### config.mk
export PLATFORM = sky130hd
export DESIGN_NAME = polyphase_slicer_iq
export DESIGN_NICKNAME = d
export VERILOG_FILES = /design/src/rtl/polyphase_slicer_pkg.sv /design/src/rtl/polyphase_slicer_iq_rail.sv /design/src/rtl/polyphase_slicer_iq.sv
export SDC_FILE = /design/constraint.sdc
export NUM_CORES = 1
export LEC_CHECK = 0
export BUFFER_PORTS_ARGS = -buffer_cell sky130_fd_sc_hd__buf_2
export CORE_MARGIN = 3
export CORE_UTILIZATION = 45
export DETAILED_ROUTE_END_ITERATION = 6
export PLACE_DENSITY = 0.6
export SLEW_MARGIN = 30
export SYNTH_ARGS = -nofsm -noshare
export SYNTH_HDL_FRONTEND = slang
export SYNTH_SLANG_ARGS = --single-unit
### constraint.sdc
create_clock -name clock -period 19.3 [get_ports clock]
set_input_delay 1.93 -clock clock [delete_from_list [all_inputs] [get_ports clock]]
set_output_delay 1.93 -clock clock [all_outputs]
set_load 0.005 [all_outputs]
### src/rtl/polyphase_slicer_pkg.sv
// Shared constants and helpers for the polyphase I/Q slicer.
// Symbol field layout, slicing modes and saturating magnitude.
package polyphase_slicer_pkg;

  localparam logic MODE_PAM2 = 1'b0;
  localparam logic MODE_PAM4 = 1'b1;

  localparam int SYM_SIGN  = 1;
  localparam int SYM_OUTER = 0;

  localparam int MAXW = 32;

  // |x| for a dw-bit two's complement value carried sign-extended in MAXW
  // bits; the most negative code folds onto the largest positive one.
  function automatic logic [MAXW-1:0] sat_abs(
    input logic signed [MAXW-1:0] x,
    input int                     dw
  );
    logic [MAXW-1:0] lim;
    logic [MAXW-1:0] mag;
    lim = (MAXW'(1) << (dw - 1)) - MAXW'(1);
    mag = x[MAXW-1] ? MAXW'(-x) : MAXW'(x);
    return (mag > lim) ? lim : mag;
  endfunction

endpackage

### src/rtl/polyphase_slicer_iq_rail.sv
// One rail of the slicer: sign/magnitude decision and its output register.
// The decision only updates on a load strobe and holds otherwise.
module slicer_rail
  import polyphase_slicer_pkg::*;
#(
  parameter int DW = 8
) (
  input  logic                 clock,
  input  logic                 i_reset,
  input  logic signed [DW-1:0] x_i,
  input  logic        [DW-2:0] thr_i,
  input  logic                 mode_i,
  input  logic                 load_i,
  output logic        [1:0]    sym_o
);

  logic [DW-2:0] mag;
  logic          outer;
  logic [1:0]    sym_d;
  logic [1:0]    sym_q;

  // slice the sample and pick the next held decision
  always_comb begin
    mag   = (DW-1)'(sat_abs(MAXW'(x_i), DW));
    outer = (mode_i == MODE_PAM4) && (mag >= thr_i);
    sym_d = sym_q;
    if (load_i) begin
      sym_d[SYM_SIGN]  = x_i[DW-1];
      sym_d[SYM_OUTER] = outer;
    end
  end

  // decision register
  always_ff @(posedge clock) begin
    if (i_reset) sym_q <= '0;
    else         sym_q <= sym_d;
  end

  assign sym_o = sym_q;

endmodule

### src/rtl/polyphase_slicer_iq.sv
// Decimating I/Q slicer with manual or windowed max-energy phase pick.
// Phase changes only take effect on symbol boundaries.
module polyphase_slicer_iq
  import polyphase_slicer_pkg::*;
#(
  parameter  int OS      = 4,
  parameter  int DW      = 8,
  parameter  int LOG_WIN = 6,
  localparam int PW      = $clog2(OS)
) (
  input  logic                 clock,
  input  logic                 i_reset,
  input  logic                 i_enable,
  input  logic                 i_valid,
  input  logic signed [DW-1:0] i_firI,
  input  logic signed [DW-1:0] i_firQ,
  input  logic                 i_mode,
  input  logic        [DW-2:0] i_thr,
  input  logic                 i_auto,
  input  logic        [PW-1:0] i_phase,
  output logic        [1:0]    o_symI,
  output logic        [1:0]    o_symQ,
  output logic                 o_valid,
  output logic        [PW-1:0] o_phase,
  output logic                 o_win_done
);

  localparam int AW = DW + LOG_WIN + 1;

  logic               take;
  logic               last;
  logic               wend;
  logic               load;
  logic [PW-1:0]      req;
  logic [PW-1:0]      best;
  logic [AW-1:0]      best_v;
  logic [AW-1:0]      energy;
  logic [AW-1:0]      upd    [OS];
  logic [AW-1:0]      acc_d  [OS];
  logic [AW-1:0]      acc_q  [OS];
  logic [PW-1:0]      ph_d,   ph_q;
  logic [PW-1:0]      sel_d,  sel_q;
  logic [PW-1:0]      auto_d, auto_q;
  logic [LOG_WIN-1:0] win_d,  win_q;
  logic               valid_q;
  logic               done_q;

  // phase tracking, energy accumulation, argmax and phase latch
  always_comb begin
    take   = i_enable && i_valid;
    last   = (ph_q == PW'(OS - 1));
    wend   = take && last && (win_q == '1);
    load   = take && (ph_q == sel_q);
    energy = AW'((DW-1)'(sat_abs(MAXW'(i_firI), DW)))
           + AW'((DW-1)'(sat_abs(MAXW'(i_firQ), DW)));

    if (int'(i_phase) >= OS) req = PW'(OS - 1);
    else                     req = i_phase;
    if (i_auto) req = auto_q;

    for (int p = 0; p < OS; p++) begin
      upd[p] = acc_q[p];
      if (take && (ph_q == PW'(p))) upd[p] = acc_q[p] + energy;
    end

    best   = '0;
    best_v = upd[0];
    for (int p = 1; p < OS; p++) begin
      if (upd[p] > best_v) begin
        best_v = upd[p];
        best   = PW'(p);
      end
    end

    ph_d   = ph_q;
    sel_d  = sel_q;
    auto_d = auto_q;
    win_d  = win_q;
    for (int p = 0; p < OS; p++) acc_d[p] = upd[p];

    if (take) begin
      ph_d = last ? '0 : ph_q + PW'(1);
      if (last) begin
        sel_d = req;
        win_d = win_q + LOG_WIN'(1);
      end
    end

    if (wend) begin
      auto_d = best;
      win_d  = '0;
      for (int p = 0; p < OS; p++) acc_d[p] = '0;
    end
  end

  // state and strobe registers
  always_ff @(posedge clock) begin
    if (i_reset) begin
      ph_q    <= '0;
      sel_q   <= '0;
      auto_q  <= '0;
      win_q   <= '0;
      valid_q <= 1'b0;
      done_q  <= 1'b0;
      for (int p = 0; p < OS; p++) acc_q[p] <= '0;
    end else begin
      ph_q    <= ph_d;
      sel_q   <= sel_d;
      auto_q  <= auto_d;
      win_q   <= win_d;
      valid_q <= load;
      done_q  <= wend;
      for (int p = 0; p < OS; p++) acc_q[p] <= acc_d[p];
    end
  end

  slicer_rail #(.DW(DW)) u_rail_i (
    .clock   (clock),
    .i_reset (i_reset),
    .x_i     (i_firI),
    .thr_i   (i_thr),
    .mode_i  (i_mode),
    .load_i  (load),
    .sym_o   (o_symI)
  );

  slicer_rail #(.DW(DW)) u_rail_q (
    .clock   (clock),
    .i_reset (i_reset),
    .x_i     (i_firQ),
    .thr_i   (i_thr),
    .mode_i  (i_mode),
    .load_i  (load),
    .sym_o   (o_symQ)
  );

  assign o_valid    = valid_q;
  assign o_win_done = done_q;
  assign o_phase    = sel_q;

endmodule
Yosys cells after proc, flatten, opt, wreduce, memory -nomap -nowiden
Memory sizes are Yosys's and may differ from the RTL's.
Cells that the tools add are included.
W data, S select, Z words.
{"block": "op_classes", "reduce_logical": 12, "n_lt_le_gt_ge": 7, "add_sub_neg": 9, "mux": 23, "mul": 0, "n_eq_ne": 5, "div": 0, "bitwise_logic": 4, "n_shift": 0}
{"operator": "$mux W15", "count": 10}
{"operator": "$gt A32 B7 Y1 const B", "count": 2}
{"operator": "$mux W32", "count": 2}
{"operator": "$neg A8 Y32", "count": 2}
{"operator": "$add A15 B8 Y15", "count": 4}
{"operator": "$mux W60", "count": 1}
{"operator": "$gt A15 B15 Y1", "count": 3}
{"operator": "$ge A7 B7 Y1", "count": 2}
{"operator": "$mux W7", "count": 2}
{"operator": "$logic_and A1 B1 Y1", "count": 9}
{"operator": "$add A7 B7 Y8", "count": 1}
{"operator": "$mux W2", "count": 4}
{"operator": "$add A6 B1 Y6 const B", "count": 1}
{"operator": "$eq A6 B6 Y1 const B", "count": 1}
{"operator": "$eq A2 B2 Y1 const B", "count": 2}
{"operator": "$mux W1", "count": 4}
{"operator": "$or A1 B1 Y1", "count": 4}
{"operator": "$add A2 B1 Y2 const B", "count": 1}
{"operator": "$eq A2 B1 Y1 const B", "count": 1}
{"operator": "$eq A2 B2 Y1", "count": 1}
{"operator": "$logic_not A2 Y1", "count": 1}
{"operator": "$reduce_and A2 Y1", "count": 1}
{"operator": "$reduce_or A2 Y1", "count": 1}
{"block": "word_totals", "register_bits": 18, "word_cells": 69, "out_inout_bits": 8, "latchBits": 0, "ramBits": 60, "memories": 1, "in_bits": 31, "mem_bits_ro": 0}
{"memory": "acc_q", "depth": 4, "width": 15, "rd": 4, "rd_clocked_by_memory_dff": 0, "wr": 4, "line": "polyphase_slicer_iq.sv:40", "rtl": "logic [AW-1:0] acc_q [OS];"}

Longest topological paths before layout
{"block": "depth", "ltp_word": 13, "ltp_mapped": 51, "depth_no_buf": 48}

Cells and area by module
Synthesis repeated with hierarchy kept, for this count alone.
{"block": "unflattened", "hier_cells": 962, "hier_area_um2": 7464.7}
{"module": "polyphase_slicer_iq", "instances": 1, "cells_per_inst": 840, "area_per_inst_um2": 6576.3, "seq_area_each_um2": 1481.4}
{"module": "slicer_rail", "instances": 2, "cells_per_inst": 61, "area_per_inst_um2": 444.2, "seq_area_each_um2": 40.0}

Worst setup path before layout
Ideal clock, no wire load.
{"block": "synth_timing", "path_kind": "input -> register", "start": "in i_firI[1]", "end": "reg auto_q[0]", "path_buffers": 3, "arrival_ns": 10.863, "required_time_ns": 19.179, "setup_slack_ns": 8.316, "setup_time_ns": 0.121, "cell_stages": 49, "cell_sequence": "inv_1 -> nand2_1 -> nor4_1 -> nand3_1 -> o211ai_1 -> ha_1 -> a21o_1 -> a21oi_1 -> o21bai_1 -> a21oi_1 -> nor2b_1 -> o21ai_0 -> nand2b_1 -> ha_1 -> o21ai_0 -> a21oi_1 -> a31oi_1 -> nor2_1 -> [... 13 more ...] -> o21ai_0 -> and3b_1 -> a221oi_1 -> and2_1 -> clkbuf_1 -> clkbuf_1 -> a22oi_1 -> nand3_1 -> ha_1 -> a21o_1 -> a21o_1 -> a21oi_1 -> nor2b_1 -> o21ai_0 -> nand2b_1 -> a2111oi_0 -> a221o_1 -> a2bb2o_1"}
{"element": "from (decl)", "line": "polyphase_slicer_iq.sv:15", "rtl": "input logic signed [DW-1:0] i_firI,"}
{"element": "to (signal assigned)", "line": "polyphase_slicer_iq.sv:109", "rtl": "auto_q <= auto_d;"}
{"element": "to (decl)", "line": "polyphase_slicer_iq.sv:43", "rtl": "logic [PW-1:0] auto_d, auto_q;"}

==> results.sh <==
export IMPL_slew_violations=0
export IMPL_cts_tree="built"
export IMPL_place_congestion=0.930
export IMPL_yosysMostFrequentCell="ha_1"
export IMPL_first_global_vias=5802
export IMPL_antenna_left=0
export IMPL_cp_data_arrival_time_ns=12.70
export IMPL_ir_worst_vdd_uv=48.4
export IMPL_postCtsSetupBuffers=0
export IMPL_overflow=0
export IMPL_row_count=45
export IMPL_first_pass_iters=5
export IMPL_multi_input_comb_area_mm2=0.00530
export IMPL_grtUsageTotal_pct=20.9
export IMPL_slowest_delay_ns=0.72
export IMPL_cts_htree_levels=3
export IMPL_fin_crit_sh_pct=64.6
export IMPL_drc_errors=0
export IMPL_dieHeight_um=133
export IMPL_syn_nets=1023
export IMPL_area_delta_synth_final_pct=9.21
export IMPL_rsz0062_at_grt="false"
export IMPL_antenna_found_initial=0
export IMPL_crit_fanout=14
export IMPL_fillers=1545
export IMPL_synth_edff_count=0
export IMPL_max_slew_margin_pct=40.3
export IMPL_power_density_mw_per_mm2=103
export IMPL_synth_cell_types=76
export IMPL_cts_hold_buf=0
export IMPL_synth_area_mm2=0.00724
export IMPL_routedWlPerCell_um=16.3
export IMPL_drt_initial_drc_count=419
export IMPL_hold_path_class="flop to flop"
export IMPL_die_area_mm2=0.0177
export IMPL_io_pins=39
export IMPL_outcome="completed"
export IMPL_drt_wl_total_um=18400
export IMPL_grt_pass1_wl_um=29900
export IMPL_drive_gt1_share_pct=10.3
export IMPL_initial_utilization_pct=46.8
export IMPL_worst_pin_slew_ns=0.891
export IMPL_dp_hpwl_um=14600
export IMPL_diodes=0
export IMPL_p_leak_nw=3.69
export IMPL_crit_required_ns=19.53
export IMPL_vias_per_cell=5.55
export IMPL_max_freq_mhz=80.2
export IMPL_synth_area_leader_cell="dfxtp_1"
export IMPL_yosys_most_used_dff="dfxtp_1"
export IMPL_maxCapViolations=0
export IMPL_avgSynthCellArea_um2=8.18
export IMPL_portBuffers=38
export IMPL_crit_type="primary input to flop"
export IMPL_die_x_um=133
export IMPL_ys_seq_area_share_pct=21.6
export IMPL_clock_path_buffers=2
export IMPL_skew_ns=0.00674
export IMPL_cts_resized=0
export IMPL_path_clk_slew_ns=0.06
export IMPL_cts_made_buffers=9
export IMPL_worst_setup_path_start_kind="primary input"
export IMPL_synthArstFlopShare_pct=0
export IMPL_ys_warnings_count=0
export IMPL_fin_tns_setup_ns=0
export IMPL_syn_inst=885
export IMPL_seq_area_mm2=0.00156
export IMPL_core_area_mm2=0.0155
export IMPL_ys_top_cells_by_area="dfxtp_1, ha_1, nor2_1"
export IMPL_placed_cells=1113
export IMPL_hold_viol=0
export IMPL_cts_sinks=78
export IMPL_synth_top_area_share_pct=21.6
export IMPL_vias=6267
export IMPL_crit_path_end_kind="flop"
export IMPL_synthTopCellsByCount="ha_1, nor2_1, dfxtp_1"
export IMPL_fin_util_pct=51.1
export IMPL_fin_crit_ns=12.46
export IMPL_clk_latency_ns=0.35
export IMPL_stdcell_count=1129
export IMPL_ys_ff_latch=78
export IMPL_slowest_stage="o211ai_1"
export IMPL_num_nets_final=1051
export IMPL_finalSetupViolCount=0
export IMPL_cts_root_buf="clkbuf_16"
export IMPL_grt_start_max_net_pins=36
==> path summary, 6_finish.rpt <==
check / slack (ns) / end / cells past startpoint / startpoint
setup / recovery: 6.84 / auto_q[0]$_SDFFE_PP0P_ / 49 / i_firI[1]
hold / removal: 0.45 / u_rail_i.sym_o[0]$_SDFFE_PP0P_ / 2 / u_rail_i.sym_o[0]$_SDFFE_PP0P_
setup reg to reg: 10.53 / auto_q[0]$_SDFFE_PP0P_ / 36 / acc_q[1][0]$_SDFF_PP0_
hold reg to reg: 0.45 / u_rail_i.sym_o[0]$_SDFFE_PP0P_ / 2 / u_rail_i.sym_o[0]$_SDFFE_PP0P_
==> registers in the layout, indices dropped and copies added (netlist names), named ones only <==
| signal | count |
|---|---|
| o_phase | 2 |
| win_q | 6 |
| auto_q | 2 |
| acc_q | 58 |
| o_valid | 1 |
| u_rail_q.sym_o | 2 |
| ph_q | 2 |
| u_rail_i.sym_o | 2 |
| o_win_done | 1 |
==> final cells by class <==
| class | count | area share (%) |
|---|---|---|
| Multi-Input combinational cell | 713 | 67.0 |
| Clock inverter | 6 | 0.870 |
| Clock buffer | 10 | 3.02 |
| Tap cell | 211 | 3.34 |
| Inverter | 69 | 3.27 |
| Sequential cell | 78 | 19.7 |
| Timing Repair Buffer | 42 | 2.78 |
==> through the flow <==
step                      total power, mW  hold slack (ns)  instance area [um2]  setup slack [ns]
after floorplan                     0.541            0.453                 7240              8.32
after global placement              0.634            0.443                 7590              6.48
after detailed placement            0.637            0.446                 7600              6.70
after CTS                           0.817            0.454                 7910              7.04
after global routing                0.882            0.470                 7910              5.85
final                               0.816            0.453                 7910              6.84
==> report_power, final <==
group	internal, mW	total [mW]	switching [mW]
Clock	0.105	0.177	0.0721
Combinational	0.194	0.471	0.277
Sequential	0.165	0.167	0.00259
==> cells by family (layout without fill, tap and decap cells) <==
group           after synthesis  after routing  share of synthesized area (%)
compound gates              220            220                           20.8
buf+inv                      94            127                           5.43
mux                          31             31                           4.73
simple gates                284            284                           19.1
flops                        78             78                           21.6
fa+ha+maj                   108            108                           19.1
xor+xnor                     70             70                           9.24
==> per-layer routing <==
layer | share of wire (%) | up-vias | wire, um | track usage [%]
met5 | 0 | - | 0 | 0
met4 | 2.1 | 0 | 389 | 6.52
met3 | 4.1 | 25 | 757 | 2.93
met2 | 43 | 141 | 7840 | 31.9
met1 | 51 | 2897 | 9410 | 30.3
li1 | - | 3204 | - | -
==> placed cells by master (no fill, tap or decap), drive strengths merged, types with 7 or more instances in the layout <==
| cell type | count |
|---|---|
| and3 | 11 |
| dfxtp | 78 |
| o21a | 7 |
| nor2 | 86 |
| nand4 | 14 |
| a31oi | 10 |
| ha | 102 |
| mux2i | 20 |
| buf | 42 |
| o211ai | 17 |
| a2111oi | 7 |
| nand3 | 30 |
| a21oi | 56 |
| xor2 | 34 |
| a21boi | 7 |
| clkbuf | 10 |
| nor3 | 9 |
| mux2 | 11 |
| nand2b | 8 |
| nor2b | 32 |
| o21ai | 43 |
| a21o | 27 |
| inv | 71 |
| xnor2 | 34 |
| nand2 | 74 |
| a211oi | 10 |
==> worst max-delay path: cells and delay by family <==
family / cells / cell delay [ns]
buffers and inverters: 3 / 0.26
XOR/XNOR: 1 / 0.42
AO/OA/AOI/OAI: 24 / 5.30
adder cells (fa/ha/maj): 5 / 1.67
AND/OR/NAND/NOR: 14 / 2.70
multiplexers: 2 / 0.41
(Power assumes the default switching activity.)
